--- src/rtl/uart_pkg.sv ---
// Shared UART package: transmit FSM state type and default parameters for the TX and RX paths.
// UART_TX_PARITY_EN adds the PARITY state to tx_state_t.
package uart_pkg;

  localparam int unsigned DefDataBits   = 8;
  localparam int unsigned DefFifoDepth  = 4;
  localparam int unsigned DefClksPerBit = 16;

`ifdef UART_TX_PARITY_EN
  typedef enum logic [2:0] {IDLE, START, DATA, PARITY, STOP} tx_state_t;
`else
  typedef enum logic [1:0] {IDLE, START, DATA, STOP} tx_state_t;
`endif

endpackage

--- src/rtl/uart_tx_fifo.sv ---
// Circular transmit FIFO: storage, pointers, count, empty/full flags and sticky overflow.
module uart_tx_fifo #(
  parameter int unsigned Width = 8,
  parameter int unsigned Depth = 4
) (
  input  logic             clk_i,
  input  logic             rst_i,
  input  logic             wr_req_i,
  input  logic [Width-1:0] wdata_i,
  input  logic             pop_i,
  output logic [Width-1:0] rdata_o,
  output logic             empty_o,
  output logic             full_o,
  output logic             overflow_o
);

  localparam int unsigned PtrW = $clog2(Depth);
  localparam int unsigned CntW = PtrW + 1;

  logic [Width-1:0] mem_q [Depth];
  logic [Width-1:0] mem_d [Depth];
  logic [PtrW-1:0]  wr_ptr_q, wr_ptr_d, rd_ptr_q, rd_ptr_d;
  logic [CntW-1:0]  count_q, count_d;
  logic             overflow_q, overflow_d;
  logic             push, pop;

  assign empty_o    = (count_q == '0);
  assign full_o     = (count_q == CntW'(Depth));
  assign overflow_o = overflow_q;
  assign rdata_o    = mem_q[rd_ptr_q];

  // Full is the registered flag, so a write while full drops even if a pop lands this edge.
  assign push = wr_req_i && !full_o;
  assign pop  = pop_i && !empty_o;

  always_comb begin
    mem_d      = mem_q;
    wr_ptr_d   = wr_ptr_q;
    rd_ptr_d   = rd_ptr_q;
    count_d    = count_q;
    overflow_d = overflow_q | (wr_req_i && full_o);
    if (push) begin
      mem_d[wr_ptr_q] = wdata_i;
      wr_ptr_d        = wr_ptr_q + PtrW'(1);
    end
    if (pop) begin
      rd_ptr_d = rd_ptr_q + PtrW'(1);
    end
    if (push && !pop) begin
      count_d = count_q + CntW'(1);
    end else if (pop && !push) begin
      count_d = count_q - CntW'(1);
    end
  end

  always_ff @(posedge clk_i or posedge rst_i) begin
    if (rst_i) begin
      wr_ptr_q   <= '0;
      rd_ptr_q   <= '0;
      count_q    <= '0;
      overflow_q <= 1'b0;
    end else begin
      wr_ptr_q   <= wr_ptr_d;
      rd_ptr_q   <= rd_ptr_d;
      count_q    <= count_d;
      overflow_q <= overflow_d;
    end
  end

  always_ff @(posedge clk_i) begin
    mem_q <= mem_d;
  end

endmodule

--- src/rtl/uart_tx.sv ---
// UART transmitter: FIFO-buffered serializer (start, LSB-first data, optional parity, stop).
// Define UART_TX_PARITY_EN to insert an even-parity bit after the data bits.
module uart_tx
  import uart_pkg::*;
#(
  parameter int unsigned DATA_BITS    = DefDataBits,
  parameter int unsigned FIFO_DEPTH   = DefFifoDepth,
  parameter int unsigned CLKS_PER_BIT = DefClksPerBit
) (
  input  logic                 Clk,
  input  logic                 Rst,
  input  logic [DATA_BITS-1:0] Tx_Data,
  input  logic                 Write_En,
  input  logic                 BIST_Mode,
  output logic                 Tx,
  output logic                 Tx_Busy,
  output logic                 Tx_Done,
  output logic                 FIFO_Empty,
  output logic                 FIFO_Full,
  output logic                 FIFO_Overflow
);

  localparam int unsigned CntW = $clog2(CLKS_PER_BIT);
  localparam int unsigned IdxW = $clog2(DATA_BITS);
  localparam logic [CntW-1:0] CntLast = CntW'(CLKS_PER_BIT - 1);
  localparam logic [IdxW-1:0] IdxLast = IdxW'(DATA_BITS - 1);

  tx_state_t            state_q, state_d;
  logic [CntW-1:0]      cnt_q, cnt_d;
  logic [IdxW-1:0]      idx_q, idx_d;
  logic [DATA_BITS-1:0] shift_q, shift_d;
  logic                 tx_q, tx_d;
  logic                 bit_end, load, pop;
  logic [DATA_BITS-1:0] fifo_rdata;
`ifdef UART_TX_PARITY_EN
  logic                 par_q, par_d;
`endif

  uart_tx_fifo #(
    .Width (DATA_BITS),
    .Depth (FIFO_DEPTH)
  ) u_fifo (
    .clk_i      (Clk),
    .rst_i      (Rst),
    .wr_req_i   (Write_En && !BIST_Mode),
    .wdata_i    (Tx_Data),
    .pop_i      (pop),
    .rdata_o    (fifo_rdata),
    .empty_o    (FIFO_Empty),
    .full_o     (FIFO_Full),
    .overflow_o (FIFO_Overflow)
  );

  assign bit_end = (cnt_q == CntLast);
  assign Tx      = tx_q;
  assign Tx_Busy = (state_q != IDLE);
  assign Tx_Done = (state_q == STOP) && bit_end;

  // tx_d always carries the line level of the state being entered, keeping Tx registered.
  always_comb begin
    state_d = state_q;
    cnt_d   = cnt_q;
    idx_d   = idx_q;
    shift_d = shift_q;
    tx_d    = tx_q;
    load    = 1'b0;
    pop     = 1'b0;
`ifdef UART_TX_PARITY_EN
    par_d   = par_q;
`endif
    if (state_q != IDLE) begin
      cnt_d = bit_end ? '0 : cnt_q + CntW'(1);
    end
    case (state_q)
      IDLE: load = !FIFO_Empty;
      START: begin
        if (bit_end) begin
          state_d = DATA;
          idx_d   = '0;
          tx_d    = shift_q[0];
        end
      end
      DATA: begin
        if (bit_end) begin
          if (idx_q == IdxLast) begin
`ifdef UART_TX_PARITY_EN
            state_d = PARITY;
            tx_d    = par_q;
`else
            state_d = STOP;
            tx_d    = 1'b1;
`endif
          end else begin
            idx_d   = idx_q + IdxW'(1);
            shift_d = shift_q >> 1;
            tx_d    = shift_q[1];
          end
        end
      end
`ifdef UART_TX_PARITY_EN
      PARITY: begin
        if (bit_end) begin
          state_d = STOP;
          tx_d    = 1'b1;
        end
      end
`endif
      STOP: begin
        if (bit_end) begin
          state_d = IDLE;
          tx_d    = 1'b1;
          load    = !FIFO_Empty;
        end
      end
      default: begin
        state_d = IDLE;
        tx_d    = 1'b1;
      end
    endcase
    if (load) begin
      pop     = 1'b1;
      shift_d = fifo_rdata;
      state_d = START;
      cnt_d   = '0;
      tx_d    = 1'b0;
`ifdef UART_TX_PARITY_EN
      par_d   = ^fifo_rdata;
`endif
    end
  end

  always_ff @(posedge Clk or posedge Rst) begin
    if (Rst) begin
      state_q <= IDLE;
      cnt_q   <= '0;
      idx_q   <= '0;
      shift_q <= '0;
      tx_q    <= 1'b1;
`ifdef UART_TX_PARITY_EN
      par_q   <= 1'b0;
`endif
    end else begin
      state_q <= state_d;
      cnt_q   <= cnt_d;
      idx_q   <= idx_d;
      shift_q <= shift_d;
      tx_q    <= tx_d;
`ifdef UART_TX_PARITY_EN
      par_q   <= par_d;
`endif
    end
  end

endmodule

--- config.mk ---
export PLATFORM = sky130hd
export DESIGN_NAME = uart_tx
export DESIGN_NICKNAME = d
export VERILOG_FILES = /design/src/rtl/uart_pkg.sv /design/src/rtl/uart_tx_fifo.sv /design/src/rtl/uart_tx.sv
export SDC_FILE = /design/constraint.sdc
export NUM_CORES = 1
export LEC_CHECK = 0
export ABC_AREA = 1
export BUFFER_PORTS_ARGS = -buffer_cell sky130_fd_sc_hd__buf_2
export CORE_MARGIN = 5
export CORE_UTILIZATION = 60
export DETAILED_ROUTE_END_ITERATION = 6
export PLACE_DENSITY = 0.78
export SYNTH_ARGS = -nofsm -noshare
export SYNTH_HDL_FRONTEND = slang
export SYNTH_HIERARCHICAL = 1
export SYNTH_SLANG_ARGS = --single-unit
--- constraint.sdc ---
create_clock -name Clk -period 3.49 [get_ports Clk]
set_input_delay 0.5235 -clock Clk [delete_from_list [all_inputs] [get_ports Clk]]
set_output_delay 0.5235 -clock Clk [all_outputs]
set_load 0.02 [all_outputs]
==> results of run 1 <==
-- area by class of cell --
type                            instances  area (um2)
Clock buffer                            9         124
Clock inverter                          7         118
Fill cell                             353        1480
Sequential cell                        58        1610
Tap cell                               54        67.6
Multi-Input combinational cell        171        1010
Inverter                               51         196
Timing Repair Buffer                   17        85.1
-- registers in the layout, summed over array words and instances (netlist names), 2 cells and up --
| signal | flops |
|---|---|
| shift_q | 8 |
| u_fifo/rd_ptr_q | 2 |
| u_fifo/count_q | 3 |
| idx_q | 3 |
| u_fifo/wr_ptr_q | 2 |
| cnt_q | 4 |
| u_fifo/mem_q | 32 |
| state_q | 2 |
-- layer usage --
| metal | track usage (%) | part of all wire [%] | vias to the layer above |
|---|---|---|---|
| met5 | 0 | 0 | - |
| met4 | 9.28 | 1.9 | 0 |
| met3 | 4.40 | 2.8 | 8 |
| met2 | 25.6 | 48 | 24 |
| met1 | 22.6 | 47 | 894 |
| li1 | - | - | 987 |
-- cell families after synthesis --
| group | after synthesis | synth area share, % |
|---|---|---|
| compound gates | 31 | 7.44 |
| fa+ha+maj | 13 | 5.88 |
| xor+xnor | 1 | 0.303 |
| simple gates | 126 | 21.2 |
| buf+inv | 57 | 9.39 |
| flops | 58 | 55.8 |
-- how the worst max path moves through the flow --
stage                                        startpoint                       endpoint  slack [ns]  depth (start not counted)
after detailed placement         state_q[0]$_DFFE_PP0P_  u_fifo/count_q[1]$_DFFE_PP0P_        1.04                         13
after CTS                 u_fifo/count_q[1]$_DFFE_PP0P_  u_fifo/count_q[2]$_DFFE_PP0P_        1.03                         16
after floorplan           u_fifo/count_q[0]$_DFFE_PP0P_  u_fifo/count_q[2]$_DFFE_PP0P_        1.16                         17
after global placement           state_q[0]$_DFFE_PP0P_  u_fifo/count_q[1]$_DFFE_PP0P_        1.14                         13
after global routing      u_fifo/count_q[1]$_DFFE_PP0P_  u_fifo/count_q[2]$_DFFE_PP0P_        0.71                         16
final                     u_fifo/count_q[1]$_DFFE_PP0P_  u_fifo/count_q[2]$_DFFE_PP0P_        1.02                         16
-- stage by stage --
stage                     setup slack (ns)  instance area (um2)  total power, mW  hold slack (ns)  std cells
after CTS                             1.03                 3210             1.81            0.135        367
final                                 1.02                 3210             1.79            0.134        367
after global routing                 0.707                 3210             1.89            0.176        367
after floorplan                       1.16                 2890            0.995            0.339        286
after detailed placement              1.04                 2970             1.06            0.453        351
after global placement                1.14                 2970             1.05            0.441        351
-- power by group --
| group | switching (mW) | internal, mW |
|---|---|---|
| combinational | 0.146 | 0.0719 |
| clock | 0.271 | 0.472 |
| sequential | 0.0362 | 0.794 |
-- Yosys cell counts, types with 2 or more instances --
| library cell | instances | area share [%] |
|---|---|---|
| inv_4 | 2 | 0.43 |
| edfxtp_1 | 32 | 33 |
| nor2_1 | 6 | 0.78 |
| buf_6 | 3 | 1.2 |
| nand3_1 | 19 | 3.3 |
| inv_2 | 6 | 0.78 |
| nor2_2 | 2 | 0.43 |
| ha_1 | 12 | 5.2 |
| inv_1 | 43 | 5.6 |
| nand4_1 | 3 | 0.65 |
| o21ai_0 | 5 | 0.87 |
| a21oi_1 | 4 | 0.69 |
| nand3_2 | 9 | 3.1 |
| o211ai_1 | 17 | 4.4 |
| o21ai_2 | 2 | 0.61 |
| nand2_1 | 73 | 9.5 |
| nand2_2 | 10 | 2.2 |
| dfrtp_1 | 25 | 22 |
==> flow_summary.yaml, run 1 <==
finish:
  antennaDiodeCount: 0
  syn_to_final_growth_pct: 11.0
  drive_gt1_share_pct: 21.4
  final_common_cell: "nand2_1"
  mostFrequentLayoutCells: "nand2_1, inv_1, edfxtp_1"
  nNetsFinal: 333
  final_util_pct: 68.4
power_and_ir_drop:
  leakagePower_nw: 1.54
  peakVddDrop_uv: 557
  p_per_area_nw_per_um2: 558
clocking:
  cts.sinks: 58
  cts.repair.resized: 0
  cts_tree: "done"
  cts_buffers: 9
  cts_root_buf: "clkbuf_8"
  cts_buffer_depth: 2
  clk_pin_slew_ns: 0.07
  holdBufCountCts: 0
  ctsHtreeMaxLevel: 3
  worstSkewPairLatency_ns: 0.33
  cts_setup_buffers: 0
worst_setup_path:
  cp.arrival_ns: 2.70
  crit_family: "simple AND/OR/NAND/NOR gates"
  cp_data_required_time_ns: 3.72
  crit_path_frequent_cell: "nand2_1"
  regToRegEndpoint: "u_fifo/count_q[2]$_DFFE_PP0P_"
  crit_path_max_incr_delay_ns: 0.40
  critPathKind: "flip-flop to flip-flop"
  crit_buf_inv: 6
  startpoint_type: "flip-flop"
  r2r_cells: 16
  r2r-start: "u_fifo/count_q[1]$_DFFE_PP0P_"
  ff2ff_setup_slack_ns: 1.02
  crit_slowest_cell: "dfrtp_1"
  crit_chain: "inv_1, nand3_1, inv_1, inv_1, nand2_1, inv_2, nand2_4, inv_4, nand2_1, ha_1, inv_1, fa_1, nand2_1, nand3_1, nand2_1, nand2_1"
  cp_max_fo: 14
  worst_setup_path_end_kind: "flip-flop"
logic_synthesis:
  ys_seq_area_share_pct: 55.8
  ys_ff_latch: 58
  netlist_instances: 286
  synthesis.area_um2: 2890
  yosys_warnings: 6
  synth_edf_count: 32
  async_flop_share_pct: 44.8
  synth_nets: 311
  syn_area_per_cell_um2: 10.1
  yosys_most_used_dff: "edfxtp_1"
  yosysUniqueCellTypes: 31
grt:
  grt_pass1_vias: 1834
  grt-ovfl-total: 0
  antenna_found_initial: 0
  grt_first_pass_wirelength_mm: 8.18
  track_usage_pct: 17.1
  grt_max_degree: 34
place:
  port_buffers: 17
  gp_congestion: 0.853
  dp_hpwl_mm: 3.33
timing:
  skew_ns: 0.00625
  finalSetupViolations: 0
  timing.final.crit_share_pct: 70.9
  fin_crit_ns: 2.47
  fmax_mhz: 404
  tightest_slew_ns: 0.778
  slew-limit-headroom_pct: 47.9
  maxSlewViolCount: 0
  final_hold_viol_count: 0
  tns_ns: 0
  rsz0062_at_grt: "false"
floorplanning:
  ioPinCount: 18
  rows: 25
  die_h_um: 79.4
  die_area_um2: 6310
  dieWidth_um: 79.4
  initial_core_util_pct: 61.6
  fp.coreArea_um2: 4690
routing:
  routed_wirelength_mm: 4.63
  drcViolationCount: 0
  wire_per_inst_um: 12.6
  dr.pass1.iters: 4
  vias_per_cell: 5.21
  vias: 1913
  drtAntennaViolNets: 0
  drt-initial-drc-count: 91
flow_run:
  cap_violations: 0
hold_path:
  hold_class: "input pin to asynchronous set/reset pin"
run_status:
  status: "completed"
Note: power is estimated with default switching activity, not from simulation.
==> run 2: changes to the inputs <==
- ABC_AREA: 1 -> 0
- CORE_UTILIZATION: 60 -> 59
- PLACE_DENSITY: 0.78 -> 0.77
- clock period: 3.49 -> 2.4 ns (I/O delays scaled with it)
==> run 2 against run 1 <==
- synthesized cell count is 38% lower
- critical path depth is 6 lower
- die area is 5.1% lower
- cell count is 28% lower
- routed wire length is 1.1% higher
- combinational power grew to 6.6 times the previous value
- clock-buffer cell count is 4 higher
- sequential cell count stayed put
- area after synthesis is 7.4% lower
- register-to-register slack worse by 0.85 ns
- sequential share of layout area is 2.0 points higher
- clock skew is 0.0022 ns lower
- critical path type unchanged
- highest routed layer unchanged
==> flow_summary.yaml, run 2 <==
flow_run:
  cap_violations: 0
timing:
  timing.final.crit_share_pct: 93.0
  skew_ns: 0.00405
  fin_crit_ns: 2.23
  slew-limit-headroom_pct: 55.3
  timing.hold.ws_ns: 0.238
  rsz0062_at_grt: "false"
  fmax_mhz: 448
  finalSetupViolations: 0
  final_hold_viol_count: 0
  tightest_slew_ns: 0.669
  tns_ns: 0
  maxSlewViolCount: 0
floorplanning:
  ioPinCount: 18
  die_h_um: 77.4
  die_area_um2: 5990
  rows: 24
  dieWidth_um: 77.4
  fp.coreArea_um2: 4380
  initial_core_util_pct: 61.1
logic_synthesis:
  yosys_warnings: 6
  yosys.area_share.simple_pct: 9.30
  yosysUniqueCellTypes: 45
  netlist_instances: 177
  ys_seq_area_share_pct: 60.2
  ys_top_cells_by_count: "edfxtp_1, dfrtp_1, ha_1, nand2_1, o21ai_1"
  ys_ff_latch: 58
  synth_area_leaders: "edfxtp_1, dfrtp_1, mux4_2"
  synth_top_family_by_area: "multiplexers"
  synth_nets: 202
  synthesis.area_um2: 2680
  synth_edf_count: 32
  synth-xor-area-share_pct: 2.29
  yosys.area.top_type: "edfxtp_1"
  async_flop_share_pct: 44.8
  syn_area_per_cell_um2: 15.1
  synth_mux_area_share_pct: 10.7
  synth_compound_area_share_pct: 7.94
  yosys_most_used_dff: "edfxtp_1"
  yosysMostFrequentCell: "edfxtp_1"
  synth_top_cell_area_share_pct: 35.9
  synth_adder_area_share_pct: 6.36
hold_path:
  hold_class: "input pin to flip-flop"
routing:
  routed_wirelength_mm: 4.69
  drt-initial-drc-count: 57
  wire_per_inst_um: 17.7
  drtAntennaViolNets: 0
  dr.pass1.iters: 4
  drcViolationCount: 0
  vias: 1502
  vias_per_cell: 5.67
worst_setup_path:
  startpoint_type: "flip-flop"
  worst_setup_path_end_kind: "flip-flop"
  cp_data_required_time_ns: 2.66
  ff2ff_setup_slack_ns: 0.17
  critPathKind: "flip-flop to flip-flop"
  cp_max_fo: 3
  cp.arrival_ns: 2.49
clocking:
  ctsHtreeMaxLevel: 3
  cts_root_buf: "clkbuf_8"
  cts_tree: "done"
  cts_buffer_depth: 2
  clk_pin_slew_ns: 0.06
  cts.sinks: 58
  cts_buffers: 9
  worstSkewPairLatency_ns: 0.33
finish:
  mostFrequentLayoutCells: "edfxtp_1, dfrtp_1, buf_2"
  top_regs: "u_fifo/mem_q: 32 flops, shift_q: 8 flops, cnt_q: 4 flops"
  antennaDiodeCount: 0
  final_util_pct: 70.4
  largest_reg_flops: 32
  nNetsFinal: 233
  regMostFlops: "u_fifo/mem_q"
  drive_gt1_share_pct: 33.3
  final_common_cell: "edfxtp_1"
  syn_to_final_growth_pct: 15.3
place:
  dp_hpwl_mm: 3.30
  gp_congestion: 0.773
  port_buffers: 17
power_and_ir_drop:
  peakVddDrop_uv: 580
  p_per_area_nw_per_um2: 1290
  leakagePower_nw: 1.23
grt:
  grt_max_degree: 22
  grt_pass1_vias: 1629
  grt-ovfl-total: 0
  antenna_found_initial: 0
  track_usage_pct: 17.3
  grt_first_pass_wirelength_mm: 7.80
run_status:
  status: "completed"
[run 2: kinds of logic after synthesis]
group,Yosys count
buf+inv,14
mux,18
fa+ha+maj,13
xor+xnor,7
compound gates,28
flops,58
simple gates,39
[run 2: path summary, 6_finish.rpt]
| check | startpoint | endpoint | cells after the start |
|---|---|---|---|
| setup reg to reg | state_q[0]$_DFFE_PP0P_ | u_fifo/count_q[2]$_DFFE_PP0P_ | 10 |
| hold / removal | Tx_Data[4] | u_fifo/mem_q[4]$_DFFE_PP_ | 1 |
| min in group asynchronous | Rst | u_fifo/count_q[1]$_DFFE_PP0P_ | 3 |
| max in group asynchronous | Rst | state_q[0]$_DFFE_PP0P_ | 3 |
| hold reg to reg | u_fifo/overflow_o$_DFF_PP0_ | u_fifo/overflow_o$_DFF_PP0_ | 1 |
| setup / recovery | state_q[0]$_DFFE_PP0P_ | u_fifo/count_q[2]$_DFFE_PP0P_ | 10 |
[run 2: worst max-delay path, cell delays in order (launching register included)]
cell and delay, ns:
dfrtp_1 0.41, ha_1 0.23, and4_4 0.19, o21a_2 0.21, nand2b_4 0.08, ha_2 0.18, inv_1 0.05, fa_1 0.37
xor2_1 0.15, nor2_1 0.12, xor2_1 0.16
[run 2: repair_timing]
| action | in CTS | in global routing |
|---|---|---|
| hold buffers | 1 | 0 |
| resized for setup | 0 | 5 |
| hold endpoints to repair | 8 | 0 |
| buffers inserted | 0 | 5 |
| setup endpoints to repair | 0 | 2 |
[run 2: final cells by class]
class                           instances  area, um2
Clock inverter                          3       65.1
Fill cell                             282       1300
Tap cell                               52       65.1
Clock buffer                           13        139
Timing Repair Buffer                   26        155
Inverter                                8       30.0
Sequential cell                        58       1610
Multi-Input combinational cell        105       1020
[run 2: report_power, final]
group | internal, mW | total [mW] | switching, mW | leakage [nW]
clock network | 0.584 | 0.942 | 0.358 | 0.102
registers | 1.34 | 1.62 | 0.278 | 0.605
logic | 0.728 | 1.44 | 0.708 | 0.520
total | 2.65 | 4.00 | 1.34 | 1.23
[run 2: per-stage QoR]
stage / cells / power (mW) / setup WS, ns / instance area [um2]
detailed placement: 243 / 2.95 / 0.0313 / 2810
floorplan: 177 / 2.67 / 0.0156 / 2690
global route: 265 / 4.26 / 0.0138 / 3090
global placement: 243 / 2.85 / 0.138 / 2810
finish: 265 / 4.00 / 0.168 / 3090
CTS: 260 / 3.91 / 0.00597 / 3020
[run 2: routing by layer]
metal | global-route usage [%] | vias to the layer above | routed length [um]
met5 | 0 | - | 0
met4 | 8.59 | 0 | 108
met3 | 6.02 | 15 | 177
met2 | 29.0 | 20 | 2470
met1 | 19.7 | 750 | 1930
li1 | - | 717 | -
==> run 3: changes to the inputs <==
- CORE_ASPECT_RATIO: default -> 0.8
- CTS_BUF_LIST: default -> sky130_fd_sc_hd__clkbuf_4 sky130_fd_sc_hd__clkbuf_8 sky130_fd_sc_hd__clkbuf_16
- HOLD_SLACK_MARGIN: default -> 0.02
==> run 3 against run 2 <==
- routed wire length is 6.4% lower
- fmax is 1.5% lower
- critical path depth is 1 lower
- via count is 0.47% higher
- critical path type unchanged
- final area is 0.45% lower
- first-iteration DRC count is 12% higher
- non-clock buffer count is 3 lower
==> flow_summary.yaml, run 3 (synthesis results as in run 2) <==
clocking:
  worstSkewPairLatency_ns: 0.34
  cts_buffer_depth: 2
  cts_tree: "done"
  cts_root_buf: "clkbuf_8"
  cts_buffers: 9
  clk_pin_slew_ns: 0.07
  ctsHtreeMaxLevel: 3
  cts.sinks: 58
finish:
  antennaDiodeCount: 0
  regMostFlops: "u_fifo/mem_q"
  nNetsFinal: 230
  top_regs: "u_fifo/mem_q: 32 flops, shift_q: 8 flops, cnt_q: 4 flops"
  syn_to_final_growth_pct: 14.8
  mostFrequentLayoutCells: "edfxtp_1, dfrtp_1, buf_2"
  num-fill-cells: 287
  final_common_cell: "edfxtp_1"
  drive_gt1_share_pct: 33.3
  largest_reg_flops: 32
worst_setup_path:
  startpoint_type: "flip-flop"
  r2r-start: "state_q[1]$_DFFE_PP0P_"
  cp_max_fo: 4
  crit_path_frequent_cell: "inv_1"
  critPathKind: "flip-flop to flip-flop"
  crit_slowest_cell: "fa_1"
  crit_family: "adder cells"
  crit_path_max_incr_delay_ns: 0.42
  cp_data_required_time_ns: 2.63
  worst_setup_path_end_kind: "flip-flop"
  crit_start: "state_q[1]$_DFFE_PP0P_"
  crit_chain: "inv_1, ha_1, nor2_2, o21a_2, nand2b_1, ha_2, inv_1, fa_1, mux2_2"
  cp.arrival_ns: 2.50
  crit_buf_inv: 2
place:
  dp_hpwl_mm: 3.06
  port_buffers: 17
  pre_cts_ws_ns: 0.0360
  gp_congestion: 0.728
timing:
  fin_ws_ns: 0.135
  timing.hold.ws_ns: 0.227
  tightest_slew_ns: 0.711
  tns_ns: 0
  timing.final.crit_share_pct: 94.4
  maxSlewViolCount: 0
  fmax_mhz: 442
  rsz0062_at_grt: "false"
  skew_ns: 0.00370
  finalSetupViolations: 0
  final_hold_viol_count: 0
  slew-limit-headroom_pct: 52.6
  fin_crit_ns: 2.26
hold_path:
  hp-start: "Tx_Data[2]"
  hold_class: "input pin to flip-flop"
routing:
  routed_wirelength_mm: 4.39
  drtAntennaViolNets: 0
  drt-initial-drc-count: 64
  drcViolationCount: 0
  vias_per_cell: 5.65
  vias: 1509
  dr.pass1.iters: 4
  wire_per_inst_um: 16.4
floorplanning:
  die_h_um: 70.3
  ioPinCount: 18
  rows: 21
  initial_core_util_pct: 62.5
  fp.coreArea_um2: 4280
  die_area_um2: 5990
  dieWidth_um: 85.3
power_and_ir_drop:
  peakVddDrop_uv: 818
  p_per_area_nw_per_um2: 1290
  leakagePower_nw: 1.22
  total_power_mw: 3.97
grt:
  antenna_found_initial: 0
  grt_max_degree: 22
  track_usage_pct: 17.1
  grt_pass1_vias: 1577
  grt-ovfl-total: 0
  grt_first_pass_wirelength_mm: 7.53
flow_run:
  cap_violations: 0
run_status:
  status: "completed"
[run 3: path summary, 6_finish.rpt]
check | to | slack [ns] | depth (start not counted)
max | u_fifo/count_q[1]$_DFFE_PP0P_ | 0.14 | 9
min | u_fifo/mem_q[2]$_DFFE_PP_ | 0.23 | 1
max reg2reg | u_fifo/count_q[1]$_DFFE_PP0P_ | 0.14 | 9
min reg2reg | u_fifo/overflow_o$_DFF_PP0_ | 0.46 | 1
max in group asynchronous | shift_q[0]$_DFFE_PP0P_ | 1.25 | 3
min in group asynchronous | u_fifo/rd_ptr_q[0]$_DFFE_PP0P_ | 0.53 | 3
[run 3: timing repair]
item / in CTS / in global routing
setup buffers: 0 / 2
gates resized for setup: 0 / 3
setup endpoints to repair: 0 / 2
hold buffers: 1 / 0
hold endpoints to repair: 8 / 0
[run 3: routing by layer]
layer	routed length [um]	global-route usage (%)	share of wire [%]
met5	0	0	0
met4	77	6.33	1.8
met3	226	8.11	5.2
met2	2220	27.2	51
met1	1860	20.2	42
[run 3: layout make-up]
type | count | area [um2] | area share, %
repair buffers | 23 | 133 | 4.32
multi-input cells | 105 | 1000 | 32.5
well taps | 57 | 71.3 | 2.32
flip-flops and latches | 58 | 1610 | 52.5
inverters | 8 | 30.0 | 0.977
clock inverters | 7 | 103 | 3.34
clock buffers | 9 | 124 | 4.03
[run 3: report_power, final]
| part | switching (mW) | total, mW | internal (mW) |
|---|---|---|---|
| registers | 0.279 | 1.62 | 1.34 |
| clock network | 0.402 | 0.993 | 0.592 |
| logic | 0.680 | 1.36 | 0.682 |
| total | 1.36 | 3.97 | 2.61 |
[run 3: stage by stage]
step | std cells | area (um2) | util (%)
finish | 267 | 3070 | 71.7
global route | 267 | 3070 | 71.7
CTS | 265 | 3050 | 71.2
detailed placement | 248 | 2810 | 65.7
global placement | 248 | 2810 | 65.7
floorplan | 177 | 2690 | -
[run 3: worst reg2reg max path, cell delays in order, from the launching register on]
cell	delay, ns
dfrtp_1	0.41
inv_1	0.08
ha_1	0.32
nor2_2	0.14
o21a_2	0.16
nand2b_1	0.09
ha_2	0.21
inv_1	0.07
fa_1	0.42
mux2_2	0.27
